===== src/rtl/icache_line_adapter.sv =====
// icache_line_adapter: fills one icache line with a single burst read and
// assembles the beats into a full line returned with a one-cycle response.
module icache_line_adapter #(
  parameter int ADDR_WIDTH = 32,
  parameter int LINE_WIDTH = 256,
  parameter int BEAT_WIDTH = 64
) (
  input  logic                  clk,
  input  logic                  rst_n,
  input  logic [ADDR_WIDTH-1:0] dfp_addr,
  input  logic                  dfp_read,
  output logic [LINE_WIDTH-1:0] dfp_rdata,
  output logic                  dfp_resp,
  output logic [ADDR_WIDTH-1:0] bmem_addr,
  output logic                  bmem_read,
  input  logic                  bmem_ready,
  input  logic [ADDR_WIDTH-1:0] bmem_raddr,
  input  logic [BEAT_WIDTH-1:0] bmem_rdata,
  input  logic                  bmem_rvalid
);
  localparam int BEATS = LINE_WIDTH / BEAT_WIDTH;
  localparam int CW = $clog2(BEATS);
  localparam logic [ADDR_WIDTH-1:0] OFF_MASK = ADDR_WIDTH'(LINE_WIDTH / 8 - 1);

  typedef enum logic [1:0] {IDLE, REQ, BURST, RESP} state_t;

  state_t                state_q, state_d;
  logic [ADDR_WIDTH-1:0] line_addr_q, line_addr_d;
  logic [ADDR_WIDTH-1:0] bmem_addr_q, bmem_addr_d;
  logic                  bmem_read_q, bmem_read_d;
  logic [CW-1:0]         beat_cnt_q, beat_cnt_d;
  logic [LINE_WIDTH-1:0] line_q, line_d;
  logic [LINE_WIDTH-1:0] dfp_rdata_q, dfp_rdata_d;
  logic                  dfp_resp_q, dfp_resp_d;
  logic                  beat_hit;

  assign beat_hit  = bmem_rvalid && (bmem_raddr == line_addr_q);
  assign dfp_rdata = dfp_rdata_q;
  assign dfp_resp  = dfp_resp_q;
  assign bmem_addr = bmem_addr_q;
  assign bmem_read = bmem_read_q;

  always_comb begin
    state_d     = state_q;
    line_addr_d = line_addr_q;
    bmem_addr_d = bmem_addr_q;
    bmem_read_d = bmem_read_q;
    beat_cnt_d  = beat_cnt_q;
    line_d      = line_q;
    dfp_rdata_d = dfp_rdata_q;
    dfp_resp_d  = 1'b0;
    case (state_q)
      IDLE: if (dfp_read) begin
        line_addr_d = dfp_addr & ~OFF_MASK;
        bmem_addr_d = dfp_addr & ~OFF_MASK;
        bmem_read_d = 1'b1;
        state_d     = REQ;
      end
      REQ: if (bmem_ready) begin
        bmem_read_d = 1'b0;
        bmem_addr_d = '0;
        beat_cnt_d  = '0;
        state_d     = BURST;
      end
      BURST: if (beat_hit) begin
        line_d[beat_cnt_q*BEAT_WIDTH +: BEAT_WIDTH] = bmem_rdata;
        beat_cnt_d = beat_cnt_q + 1'b1;
        // The last beat goes straight into the returned line so resp lands the next cycle
        if (beat_cnt_q == CW'(BEATS - 1)) begin
          dfp_rdata_d = line_d;
          dfp_resp_d  = 1'b1;
          state_d     = RESP;
        end
      end
      RESP: state_d = IDLE;
      default: state_d = IDLE;
    endcase
  end

  always_ff @(posedge clk or negedge rst_n) begin
    if (!rst_n) begin
      state_q     <= IDLE;
      line_addr_q <= '0;
      bmem_addr_q <= '0;
      bmem_read_q <= 1'b0;
      beat_cnt_q  <= '0;
      line_q      <= '0;
      dfp_rdata_q <= '0;
      dfp_resp_q  <= 1'b0;
    end else begin
      state_q     <= state_d;
      line_addr_q <= line_addr_d;
      bmem_addr_q <= bmem_addr_d;
      bmem_read_q <= bmem_read_d;
      beat_cnt_q  <= beat_cnt_d;
      line_q      <= line_d;
      dfp_rdata_q <= dfp_rdata_d;
      dfp_resp_q  <= dfp_resp_d;
    end
  end
endmodule


===== config.mk =====
export PLATFORM = sky130hd
export DESIGN_NAME = icache_line_adapter
export DESIGN_NICKNAME = d
export VERILOG_FILES = /design/src/rtl/icache_line_adapter.sv
export SDC_FILE = /design/constraint.sdc
export NUM_CORES = 1
export LEC_CHECK = 0
export BUFFER_PORTS_ARGS = -buffer_cell sky130_fd_sc_hd__buf_4
export CAP_MARGIN = 20
export CORE_MARGIN = 2
export CORE_UTILIZATION = 50
export CTS_BUF_LIST = sky130_fd_sc_hd__clkbuf_4 sky130_fd_sc_hd__clkbuf_8 sky130_fd_sc_hd__clkbuf_16
export DETAILED_ROUTE_END_ITERATION = 16
export PLACE_DENSITY = 0.73
export SETUP_SLACK_MARGIN = 0.5
export SLEW_MARGIN = 20
export SYNTH_ARGS = -nofsm -noshare
export SYNTH_HDL_FRONTEND = slang
export SYNTH_SLANG_ARGS = --single-unit

===== constraint.sdc =====
create_clock -name clk -period 5.1 [get_ports clk]
set_clock_uncertainty 0.15 [all_clocks]
set_input_delay 0.765 -clock clk [delete_from_list [all_inputs] [get_ports clk]]
set_output_delay 0.765 -clock clk [all_outputs]
set_load 0.02 [all_outputs]

==> results.sh <==
export IMPL_status="complete, no violations"
export IMPL_yosysUniqueCellTypes=39
export IMPL_routed_top_layer="met4"
export IMPL_cts_tree="done"
export IMPL_wl_met2_um=32400
export IMPL_post_cts_resized=0
export IMPL_stdcell_count=3158
export IMPL_min_path_type="in2reg"
export IMPL_io_pins=423
export IMPL_synthFlopType="dfrtp_1"
export IMPL_ir_drop_mv=0.390
export IMPL_dp_cells=3050
export IMPL_syn_area_per_cell_um2=10.7
export IMPL_cts_root_buf="clkbuf_16"
export IMPL_hpwl_um=40100
export IMPL_drc=0
export IMPL_clkLatencyLatePin_ps=610
export IMPL_tns_ps=0
export IMPL_clockBufferDepth=3
export IMPL_cts_max_level=2
export IMPL_antenna_cells=0
export IMPL_leakage_nw=14.1
export IMPL_critPathCaptureType="flip-flop"
export IMPL_firstDrtPassIters=6
export IMPL_critPathArrivalTime_ps=3670
export IMPL_cts_buffers=58
export IMPL_synth_common_cells="dfrtp_1, a22o_1, nand2_1, a21oi_1, nor2b_1"
export IMPL_groute_usage_overall=0.276
export IMPL_grt_pass1_wl_um=108000
export IMPL_wl_met3_um=4870
export IMPL_fmax_mhz=295
export IMPL_grt_overflow_total=0
export IMPL_drt_iter0_markers=1353
export IMPL_die_h_um=223
export IMPL_synth_warnings=0
export IMPL_routabilityCongestion=0.807
export IMPL_regArea_um2=14300
export IMPL_synthArstFlopShare=1.00
export IMPL_synth_most_common_cell="dfrtp_1"
export IMPL_multi_input_area_um2=8760
export IMPL_critPathMaxFanout=261
export IMPL_ys_seq_area_frac=0.595
export IMPL_antenna_found_initial=0
export IMPL_numPortBuffers=412
export IMPL_design_core_area_um2=47600
export IMPL_critPathLaunchType="flip-flop"
export IMPL_yosys_area_top_type="dfrtp_1"
export IMPL_drive_gt1_frac=0.230
export IMPL_synth_area_top_cells="dfrtp_1, a22o_1, nor2b_1"
export IMPL_start_util=0.505
export IMPL_timing_final_crit_share=0.665
export IMPL_final_hold_viol_count=0
export IMPL_syn_area_um2=24100
export IMPL_worstMarginPinSlew_ps=1330
export IMPL_vias_per_cell=5.79
export IMPL_nets=2639
export IMPL_grt_start_max_net_pins=262
export IMPL_grt_pass1_vias=18600
export IMPL_die_w_um=223
export IMPL_slew_violations=0
export IMPL_synth_seq_cells=572
export IMPL_fillerInstances=3808
export IMPL_routed_wirelength_um=68500
export IMPL_routedLengthMet1_um=29600
export IMPL_yosys_area_top_type_share=0.595
export IMPL_synth_edff_count=0
export IMPL_synth_cells=2241
export IMPL_ant_nets=0
export IMPL_maxSlewHeadroom=0.116
export IMPL_fin_crit_ps=3390
export IMPL_vias=18300
export IMPL_worstSetupPathType="reg2reg"
export IMPL_cts_sinks=572
export IMPL_worstPathRequired_ps=5380
export IMPL_wl_per_cell_um=21.7
export IMPL_final_setup_viol_count=0
export IMPL_clkTransAtPathRegs_ps=60
export IMPL_rows=80
export IMPL_dieArea_um2=49900
export IMPL_area_growth_pct=21.4
export IMPL_drv_cap=0
export IMPL_hold_slack_ps=229
export IMPL_power_density_nw_per_um2=374
export IMPL_rsz0062_at_grt="false"
==> where the power goes <==
part / total (mW) / internal [mW] / switching, mW / leakage (nW)
Clock: 4.41 / 2.62 / 1.80 / 1.02
Sequential: 4.85 / 4.72 / 0.127 / 7.92
Combinational: 1.66 / 0.607 / 1.05 / 5.18
Total: 10.9 / 7.94 / 2.98 / 14.1
==> through the flow <==
| step | power, mW | setup slack, ps | cell area (um^2) | util |
|---|---|---|---|---|
| 6_report | 10.9 | 1710 | 29200 | 0.613 |
| 3_3_place_gp | 6.53 | 1390 | 27200 | 0.571 |
| 3_5_place_dp | 6.58 | 1350 | 27200 | 0.571 |
| 5_1_grt | 11.3 | 1550 | 29200 | 0.613 |
| 4_1_cts | 11.0 | 1740 | 29200 | 0.613 |
| 2_1_floorplan | 5.89 | 2500 | 24100 | - |
==> cell usage in the layout, fill, tap and decap left out, drive strengths merged, types with 2 or more instances in the layout <==
| master | instances |
|---|---|
| conb | 5 |
| clkinv | 14 |
| and2 | 4 |
| nor4 | 3 |
| o21ai | 258 |
| ha | 10 |
| xnor2 | 24 |
| dfrtp | 572 |
| nor2b | 256 |
| clkbuf | 89 |
| mux2 | 28 |
| nand2 | 262 |
| a21oi | 257 |
| nor3 | 2 |
| and3 | 2 |
| nand3 | 3 |
| inv | 8 |
| nand4 | 8 |
| or3 | 2 |
| xor2 | 3 |
| buf | 430 |
| bufinv | 3 |
| nor4b | 2 |
| nor2 | 4 |
| a22o | 283 |
==> final timing paths <==
path / start / endpoint / slack (ps) / cells after the start
min in group asynchronous: rst_n / line_q[55] / 600 / 2
worst max-delay path: state_q[0] / dfp_rdata[106] / 1710 / 8
worst min-delay path: dfp_addr[7] / bmem_addr[7] / 230 / 2
worst min register to register: dfp_rdata[42] / dfp_rdata[42] / 330 / 2
max in group asynchronous: rst_n / line_addr_q[19] / 3060 / 3
worst max register to register: state_q[0] / dfp_rdata[106] / 1710 / 8
==> kinds of logic (layout without fill, tap and decap cells) <==
kind of cell,count (synthesis),after routing,synth area share
buffers and inverters,247,545,0.0472
AND/OR/NAND/NOR,552,552,0.118
multiplexers,28,28,0.0131
XOR/XNOR,27,27,0.00983
other,1,5,0.000156
AO/OA/AOI/OAI,804,804,0.212
flip-flops,572,572,0.595
adder cells (fa/ha/maj),10,10,0.00520
==> timing repair <==
item,CTS,global route
endpoints found under the hold margin,29,0
buffers inserted,0,0
hold buffers,1,0
==> worst max-delay path, stage by stage (launching register included) <==
cell and delay [ps]:
dfrtp_1 400, inv_1 110, ha_1 290, inv_1 110, nor3_1 370, nand4_4 490
buf_12 410, nand2_1 310, o21ai_1 110
==> layer usage <==
layer,vias to the layer above,GRT usage
li1,8261,-
met1,9239,0.380
met2,676,0.443
met3,119,0.0557
met4,0,0.0847
met5,-,0
==> area by class of cell <==
type,count,area share
Clock buffer,89,0.0627
Clock inverter,18,0.00578
Inverter,7,0.000900
Multi-Input combinational cell,1426,0.300
Sequential cell,572,0.490
Tap cell,615,0.0263
Timing Repair Buffer,431,0.114
==> flip-flops by register name, indices dropped and copies added (netlist names) <==
signal,flops
beat_cnt_q,2
dfp_resp,1
dfp_rdata,256
line_q,256
state_q,2
line_addr_q,27
bmem_addr,27
bmem_read,1
Power figures use the tool's default switching activity.
